--- config.mk ---
export PLATFORM = sky130hd
export DESIGN_NAME = unsigned_mul_8x8_ha_array_reduce_pipe
export DESIGN_NICKNAME = d
export VERILOG_FILES = /design/src/rtl/mul8x8_ha_pkg.sv /design/src/rtl/ha_row_pair_sum.sv /design/src/rtl/unsigned_mul_8x8_ha_array_reduce_pipe.sv
export SDC_FILE = /design/constraint.sdc
export NUM_CORES = 1
export LEC_CHECK = 0
export BUFFER_PORTS_ARGS = -buffer_cell sky130_fd_sc_hd__buf_2
export CAP_MARGIN = 15
export CORE_ASPECT_RATIO = 0.9
export CORE_MARGIN = 1
export CORE_UTILIZATION = 56
export CTS_BUF_LIST = sky130_fd_sc_hd__clkbuf_4 sky130_fd_sc_hd__clkbuf_8
export CTS_CLUSTER_SIZE = 30
export DETAILED_ROUTE_END_ITERATION = 8
export PLACE_DENSITY_LB_ADDON = 0.08
export RECOVER_POWER = 25
export SLEW_MARGIN = 20
export SYNTH_ARGS = -nofsm -noshare
export SYNTH_HDL_FRONTEND = slang
export SYNTH_SLANG_ARGS = --single-unit
--- constraint.sdc ---
create_clock -name clk -period 2 [get_ports clk]
set_input_delay 0.2 -clock clk [delete_from_list [all_inputs] [get_ports clk]]
set_output_delay 0.2 -clock clk [all_outputs]
set_load 0.02 [all_outputs]
--- src/rtl/mul8x8_ha_pkg.sv ---
// Shared widths and row-weighting helper for the 8x8 half-adder array multiplier.
package mul8x8_ha_pkg;

  localparam int HA_B_W = 7;
  localparam int HA_T_W = 9;
  localparam int ROW_W  = 10;
  localparam int PAIR_W = 12;
  localparam int PROD_W = 16;
  localparam int N_ROWS = 4;

  // t[i] weighs 2^i and b[i] weighs 2^(i+1), so a row is t + 2*b (max 765).
  function automatic logic [ROW_W-1:0] ha_row_value(input logic [HA_B_W-1:0] b,
                                                    input logic [HA_T_W-1:0] t);
    return ROW_W'(t) + (ROW_W'(b) << 1);
  endfunction

endpackage

--- src/rtl/ha_row_pair_sum.sv ---
// Combines two adjacent array rows; the upper row sits two bit positions higher.
module ha_row_pair_sum
  import mul8x8_ha_pkg::*;
(
  input  logic [HA_B_W-1:0] lo_b,
  input  logic [HA_T_W-1:0] lo_t,
  input  logic [HA_B_W-1:0] hi_b,
  input  logic [HA_T_W-1:0] hi_t,
  output logic [PAIR_W-1:0] pair_sum
);

  logic [ROW_W-1:0] row_lo;
  logic [ROW_W-1:0] row_hi;

  assign row_lo = ha_row_value(lo_b, lo_t);
  assign row_hi = ha_row_value(hi_b, hi_t);

  // 765 + 4*765 = 3825 fits in PAIR_W bits.
  assign pair_sum = PAIR_W'(row_lo) + (PAIR_W'(row_hi) << 2);

endmodule

--- src/rtl/unsigned_mul_8x8_ha_array_reduce_pipe.sv ---
// Two-stage elastic reduction of the four half-adder row pairs into the 16-bit product,
// with a wrapping count of delivered products.
module unsigned_mul_8x8_ha_array_reduce_pipe
  import mul8x8_ha_pkg::*;
#(
  parameter int unsigned CNT_W = 16
) (
  input  logic              clk,
  input  logic              rst_n,
  input  logic              in_valid,
  output logic              in_ready,
  input  logic [HA_B_W-1:0] ha_array_0_b,
  input  logic [HA_B_W-1:0] ha_array_1_b,
  input  logic [HA_B_W-1:0] ha_array_2_b,
  input  logic [HA_B_W-1:0] ha_array_3_b,
  input  logic [HA_T_W-1:0] ha_array_0_t,
  input  logic [HA_T_W-1:0] ha_array_1_t,
  input  logic [HA_T_W-1:0] ha_array_2_t,
  input  logic [HA_T_W-1:0] ha_array_3_t,
  output logic              out_valid,
  input  logic              out_ready,
  output logic [PROD_W-1:0] product,
  output logic [CNT_W-1:0]  prod_count
);

  localparam int N_PAIRS = N_ROWS / 2;

  logic [HA_B_W-1:0] b_rows [N_ROWS];
  logic [HA_T_W-1:0] t_rows [N_ROWS];

  assign b_rows[0] = ha_array_0_b;
  assign b_rows[1] = ha_array_1_b;
  assign b_rows[2] = ha_array_2_b;
  assign b_rows[3] = ha_array_3_b;
  assign t_rows[0] = ha_array_0_t;
  assign t_rows[1] = ha_array_1_t;
  assign t_rows[2] = ha_array_2_t;
  assign t_rows[3] = ha_array_3_t;

  logic [PAIR_W-1:0] pair_d [N_PAIRS];
  logic [PAIR_W-1:0] pair_q [N_PAIRS];
  logic              v1_q;
  logic              v2_q;
  logic [PROD_W-1:0] prod_d;
  logic [PROD_W-1:0] prod_q;
  logic [CNT_W-1:0]  cnt_q;
  logic              en1;
  logic              en2;

  genvar gi;
  generate
    for (gi = 0; gi < N_PAIRS; gi++) begin : g_pair
      ha_row_pair_sum u_pair (
        .lo_b     (b_rows[2*gi]),
        .lo_t     (t_rows[2*gi]),
        .hi_b     (b_rows[2*gi+1]),
        .hi_t     (t_rows[2*gi+1]),
        .pair_sum (pair_d[gi])
      );
    end
  endgenerate

  // Stage 2 may advance whenever it is empty or being drained; stage 1 follows it.
  assign en2      = !v2_q || out_ready;
  assign en1      = !v1_q || en2;
  assign in_ready = en1;

  // Upper pair carries row weights 4^2 relative to the lower pair; max 65025 fits 16 bits.
  assign prod_d = PROD_W'(pair_q[0]) + (PROD_W'(pair_q[1]) << 4);

  always_ff @(posedge clk or negedge rst_n) begin
    if (!rst_n) begin
      v1_q <= 1'b0;
      for (int i = 0; i < N_PAIRS; i++) begin
        pair_q[i] <= '0;
      end
    end else if (en1) begin
      v1_q <= in_valid;
      if (in_valid) begin
        for (int i = 0; i < N_PAIRS; i++) begin
          pair_q[i] <= pair_d[i];
        end
      end
    end
  end

  always_ff @(posedge clk or negedge rst_n) begin
    if (!rst_n) begin
      v2_q   <= 1'b0;
      prod_q <= '0;
    end else if (en2) begin
      v2_q <= v1_q;
      if (v1_q) begin
        prod_q <= prod_d;
      end
    end
  end

  always_ff @(posedge clk or negedge rst_n) begin
    if (!rst_n) begin
      cnt_q <= '0;
    end else if (v2_q && out_ready) begin
      cnt_q <= cnt_q + CNT_W'(1);
    end
  end

  assign out_valid  = v2_q;
  assign product    = prod_q;
  assign prod_count = cnt_q;

endmodule
==> metrics, run 1 <==
first-pass iteration count of the detailed router 4; largest net degree at the start of global routing 38; final RePlAce weighted congestion 0.7799; Required @ worst endpoint ~2.2 ns; antenna viol nets, final 0; crit-path max cell delay around 0.53 ns; aggregate negative setup slack -5.029 ns; part of the cycle the worst path needs 1.291; register bit total from synthesis 58; placed insts between 600 and 700; number of flops mapped to enable cells by yosys 0; Sequential Area around 0.0015 mm²; H-tree levels 3; CTS tree yes; Clock Tree Root clkbuf_8; via/cell ratio approximately 5.3; Layout area overhead 42.29%; violated checks setup timing; placed cell areas 0.005325 mm²; post-synthesis instance area roughly 0.0041 mm²; Total Nets Final about 700; vias in the first global route 3,657; Rel. slew slack 0.5487; CP Capture Type flop; diodes inserted 0; Worst Hold Class in2reg; Die X 92.69 µm; fraction of layout cells with a size suffix above 1 0.4223; area taken by multi-input logic gates between 0.002 and 0.003 mm²; total gr overflow 0; final cell count without fillers 685; Rows 29; Avg Inst Size Synth approximately 9.8 µm²; initial antenna violation count 0; worst-margin pin slew just under 0.7 ns; final hold vios 0; first-pass GRT wire length approximately 16 mm; Overall Power roughly 6.8 mW; Port-buffer cells approximately 100; fmax 387.2 MHz; Setup crit start kind input port; critical-path cell list buf_6 -> ha_4 -> inv_2 -> fa_2 -> nor2b_4 -> o21ai_2 -> nand2_1 -> nand2_1 -> fa_1 -> inv_2 -> ha_4 -> and2_4 -> o21ai_2 -> o21ba_4 -> nor2_1 -> o211ai_1 -> a31oi_1; Vias between 3k and 4k; max-slew violations 0; clock buffer depth 2; worst skew pair latency around 0.34 ns; Worst VDD drop around 0.56 mV; max-cap viol count 0; Seq/Total Area, Yosys 0.3501; hpwl dp a little over 7 mm; Clock Skews 0.008480 ns; setup violators final 14; clock sink count between 50 and 60; Reg clk slew, reported paths around 0.07 ns; Cell Pwr Density between 1000 and 1500 mW/mm²; DR iter-0 viols 74; Overall Global Routing Usage 0.2650; crit path time final about 2.6 ns; Leak Pwr ~2.8 nW; FFs w/ async S/R, synth 1.000; Core Box Area 0.007112 mm²; WS Path Type in2reg; DIE AREA 0.007751 mm²; DRT Wirelength about 10 mm; fin area slightly below 0.006 mm²; Ys Warns 0; post-synthesis cell type count 43; I/O pin cnt slightly above 100; Crit-path slowest cell fa_1; crit path DAT approximately 2.8 ns; status complete, but fails checks; worst reg2reg setup slack roughly 0.080 ns; top_reg_cell synth dfrtp_1; largest fanout on the critical path 3; Final WS setup -0.5825 ns; syn_nets roughly 550; post-route DRC violation count 0; WL/cell approximately 14 µm; Starting Density 0.5829; RSZ-0062 raised after global routing true; cell count after synthesis ~420; Num CTS Buffers 9; Filler cells between 400 and 500; Die Ht about 84 µm
## worst paths after layout
check,start,end,cells past startpoint
setup / recovery,ha_array_1_t[1],pair_q[23],17
hold / removal,ha_array_2_t[0],pair_q[0],3
setup reg to reg,pair_q[0],product[10],9
hold reg to reg,prod_count[15],prod_count[15],1
max in group asynchronous,rst_n,pair_q[16],3
min in group asynchronous,rst_n,prod_count[7],2
## stage by stage
stage                     utilization  setup WS, ns  hold slack, ns
after detailed placement       0.7488       -0.9761          0.2460
after global placement         0.7488       -0.8802          0.2408
after global routing           0.8293       -0.6774         0.06106
after CTS                      0.8037       -0.5413         0.04305
after floorplan                     -       -0.6952        -0.09559
final                          0.8293       -0.5825         0.05718
## critical path, delay by kind of cell
| kind | cells | cell delay [ns] |
|---|---|---|
| adders and majority gates | 4 | 1.28 |
| and+or+nand+nor | 5 | 0.45 |
| AOI/OAI and AO/OA | 5 | 0.67 |
| buffers and inverters | 3 | 0.16 |
## layout make-up
type / count / area share
timing repair buffer: 158 / 0.1729
sequential: 58 / 0.2461
clock inverter: 5 / 0.01315
multi-input combinational: 334 / 0.5070
clock buffer: 11 / 0.02461
tap: 93 / 0.01973
inverter: 26 / 0.01655
## flip-flops by register name (all words and copies together), names as in the netlist
name	cells
v1_q	1
out_valid	1
product	16
pair_q	24
prod_count	16
## where the power goes
group / total, mW / internal [mW] / leakage, nW / switching (mW)
combinational: 3.70 / 1.82 / 2.01 / 1.88
clock: 1.20 / 0.745 / 0.113 / 0.457
sequential: 1.85 / 1.56 / 0.723 / 0.294
total: 6.75 / 4.12 / 2.84 / 2.63
## kinds of logic after synthesis
family          share of synthesized area
fa+ha+maj                          0.2119
simple gates                       0.1352
compound gates                     0.1687
xor+xnor                          0.08874
mux                               0.01630
flops                              0.3501
buf+inv                           0.02898
## synthesized netlist by cell type, types with 7 or more instances
cell type	n	area, µm²
a21o_1	9	67.56
o21ai_1	15	75.07
xnor2_1	28	245.2
dfrtp_1	58	1451
fa_1	17	340.3
ha_1	43	538.0
inv_1	25	93.84
o21a_1	8	60.06
o21ai_0	21	105.1
nand2_1	58	217.7
nand2b_1	7	43.79
nand3_1	7	35.03
nor2_1	16	60.06
a21oi_1	16	80.08
xor2_1	14	122.6
## what timing repair did
action,4_1_cts,5_1_grt
endpoints found under the setup margin,14,17
gates resized for setup,33,29
hold endpoints to repair,26,0
hold buffers,1,0
pin swaps,38,26
setup buffers,5,7
gates cloned,0,0
## layout by cell type (no fill, tap or decap), types with 5 or more instances in the layout
cell type and count:
nand3_1 7, o21a_1 8, nand2_1 58, buf_2 91, xnor2_1 22, nand2b_1 7, a21o_1 9, nor2_1 15
buf_4 47, nor3_1 6, fa_1 13, a21oi_1 11, buf_6 12, inv_2 7, clkbuf_8 10, a21oi_2 7
ha_1 27, mux2_2 6, dfrtp_1 58, o21ai_0 10, ha_4 15, o21ai_1 18, o21ai_2 8, xor2_1 13
inv_1 19, nand4_1 6, xnor2_2 5
## metal layers
metal | track usage | share of wire | wire length [µm] | up-vias
met3 | 0.05920 | 0.041 | 410 | 16
met4 | 0.07413 | 0.016 | 163 | 0
li1 | - | - | - | 1819
met1 | 0.3419 | 0.45 | 4456 | 1717
met2 | 0.4478 | 0.49 | 4878 | 96
met5 | 0 | 0 | 0 | -
(Power assumes the default switching activity.)
==> run 2, diff against run 1 <==
clock period = 2.4 ns   (was 2 ns; I/O delays follow)
==> metrics, run 2 (synthesized netlist as in run 1, its figures left out) <==
crit-path max cell delay 0.53 ns (about the same); NetSw 2.171 mW (was 2.630 mW); CP Capture Type flop (unchanged); crit path DAT 2.85 ns (was 2.77 ns); Worst Hold Class in2reg (unchanged); Die Ht 83.62 µm (unchanged); Rows 29 (unchanged); Die X 92.69 µm (unchanged); Total Nets Final 709 (was 715); hpwl dp 7.074 mm (was 7.121 mm); grt met3 use 0.03643 (was 0.05920); final RePlAce weighted congestion 0.8225 (was 0.7799); Rel. slew slack -0.02844 (was 0.5487); WS Path Type in2reg (unchanged); Final WS setup -0.2558 ns (was -0.5825 ns); final cell count without fillers 679 (was 685); worst-margin pin slew 1.543 ns (was 0.6770 ns); RSZ-0062 raised after global routing true (unchanged); antenna viol nets, final 0 (unchanged); Biggest register pair_q (unchanged); crit path time final around 2.7 ns; clock buffer depth 2 (unchanged); vias in the first global route 3,535 (was 3,657); Cell Pwr Density 934.7 mW/mm² (was 1145 mW/mm²); H-tree levels 3 (unchanged); Overall Global Routing Usage 0.2459 (was 0.2650); GR peak layer met2 (unchanged); total gr overflow 0 (unchanged); worst skew pair latency 0.34 ns (about the same); final hold vios 0 (unchanged); met2 GRT Util 0.4094 (was 0.4478); setup violators final 8 (was 14); combinational power share 0.561 (was 0.548); commonest non-fill, non-tap cell in the layout buf_2 (unchanged); initial antenna violation count 0 (unchanged); max reg flops 24 (unchanged); M1 GR Usage 0.3262 (was 0.3419); Vias 3,624 (was 3,648); Required @ worst endpoint 2.59 ns (was 2.19 ns); clock sink count 58 (unchanged); via/cell ratio 5.337 (was 5.326); Filler cells 452 (was 451); sequential share of power 0.284 (was 0.274); first-pass iteration count of the detailed router 4 (unchanged); WL/cell 14.37 µm (was 14.47 µm); Min Hold Slack 0.09214 ns (was 0.05718 ns); fraction of layout cells with a size suffix above 1 0.4096 (was 0.4223); P_int 3.252 mW (was 4.122 mW); DIE AREA 0.007751 mm² (unchanged); Clk pwr share 0.155 (was 0.178); Switching Fraction 0.4003 (was 0.3895); Worst VDD drop 0.3559 mV (was 0.5568 mV); max-slew violations 29 (was 0); Crit-path slowest cell fa_1 (unchanged); Layout area overhead 39.96% (was 42.29%); max-cap viol count 1 (was 0); largest fanout on the critical path 3 (unchanged); part of the cycle the worst path needs 1.107; Starting Density 0.5829 (unchanged); placed insts 653 (was 659); Reg clk slew, reported paths 0.06 ns (was 0.07 ns); worst reg2reg setup slack 0.36 ns (was 0.08 ns); DRT Wirelength 9.756 mm (was 9.909 mm); DR iter-0 viols 167 (was 74); Clock Tree Root clkbuf_8 (unchanged); fmax 376.5 MHz; Clock Skews 0.006894 ns (was 0.008480 ns); status complete, but fails checks (unchanged); critical-path cell list buf_8 -> ha_4 -> inv_2 -> fa_2 -> nor2b_4 -> o21ai_1 -> nand2_1 -> nand2_2 -> fa_1 -> inv_2 -> ha_4 -> and2_4 -> o21ai_2 -> o21ba_4 -> nor2_2 -> o211ai_1 -> a31oi_1 (was buf_6 -> ha_4 -> inv_2 -> fa_2 -> nor2b_4 -> o21ai_2 -> nand2_1 -> nand2_1 -> fa_1 -> inv_2 -> ha_4 -> and2_4 -> o21ai_2 -> o21ba_4 -> nor2_1 -> o211ai_1 -> a31oi_1); Core Box Area 0.007112 mm² (unchanged); violated checks capacitance limit, slew limit, setup timing (was setup timing); first-pass GRT wire length 15.36 mm (was 16.35 mm); Setup crit start kind input port (unchanged); Leak Pwr 2.796 nW (was 2.842 nW); Port-buffer cells 101 (unchanged); most frequent cells in the layout 93 x buf_2, 58 x dfrtp_1, 57 x nand2_1, 44 x buf_4, 28 x ha_1 (was 91 x buf_2, 58 x nand2_1, 58 x dfrtp_1, 47 x buf_4, 27 x ha_1); Num CTS Buffers 9 (unchanged); CTS tree yes (unchanged); I/O pin cnt 102 (unchanged); post-route DRC violation count 0 (unchanged); largest net degree at the start of global routing 31 (was 38); diodes inserted 0 (unchanged)
## run 2: cell types whose count changed in the layout (fill, tap and decap cells not counted), sizes merged
cell | previous run | this run
clkinvlp | 1 | 0
buf | 153 | 149
clkbuf | 15 | 16
bufinv | 2 | 0
## run 2: metrics by stage
step / setup TNS (ns) / instance area [µm²] / setup WS (ns) / power (mW) / utilization
final: -1.197 / 5802 / -0.2558 / 5.423 / 0.8158
after global routing: -2.377 / 5802 / -0.4010 / 5.814 / 0.8158
after CTS: -0.6887 / 5550 / -0.1831 / 5.122 / 0.7804
after detailed placement: -5.617 / 5213 / -0.5796 / 4.147 / 0.7329
after global placement: -5.044 / 5213 / -0.5192 / 4.043 / 0.7329
after floorplan: -1.865 / 4293 / -0.3355 / 3.330 / -
## run 2: area by class of cell
type	instances	area [µm²]	area share
clock buffer	14	180.2	0.03105
clock inverter	2	10.01	0.001725
inverter	26	97.59	0.01682
multi-input combinational	334	2985	0.5146
sequential	58	1451	0.2502
tap	93	116.4	0.02006
timing repair buffer	152	960.9	0.1656
## run 2: metal layers
metal / share of wire / wire length, µm / vias to the layer above
met2: 0.50 / 4852 / 93
li1: - / - / 1802
met1: 0.45 / 4374 / 1714
met5: 0 / 0 / -
met3: 0.037 / 365 / 15
met4: 0.017 / 163 / 0
## run 2: power groups by stage
| stage | registers [mW] | clock network (mW) | logic (mW) |
|---|---|---|---|
| 2_1_floorplan | 1.72 | 0 | 1.61 |
| 3_3_place_gp | 1.54 | 0 | 2.51 |
| 3_5_place_dp | 1.55 | 0 | 2.59 |
| 4_1_cts | 1.54 | 0.851 | 2.73 |
| 5_1_grt | 1.58 | 0.891 | 3.34 |
| 6_report | 1.54 | 0.841 | 3.04 |
## run 2: final timing paths
kind                                  from  depth (start not counted)             to
min reg2reg                     pair_q[13]                          2     pair_q[13]
max in group asynchronous            rst_n                          2     pair_q[15]
min                        ha_array_2_t[0]                          3      pair_q[0]
max                        ha_array_1_t[1]                         17     pair_q[23]
min in group asynchronous            rst_n                          2  prod_count[9]
max reg2reg                      pair_q[0]                          9    product[14]
## run 2: worst max-delay path, delay by kind of cell
kind	cells	cell delay, ns
compound gates	5	0.70
fa+ha+maj	4	1.30
buf+inv	3	0.16
simple gates	5	0.46
## run 2: what timing repair did
item | CTS | global route
hold buffers | 1 | 0
hold endpoints to repair | 28 | 0
setup endpoints to repair | 10 | 12
buffers inserted | 3 | 6
pin swaps | 31 | 38
resized for setup | 21 | 42
gates cloned | 0 | 0
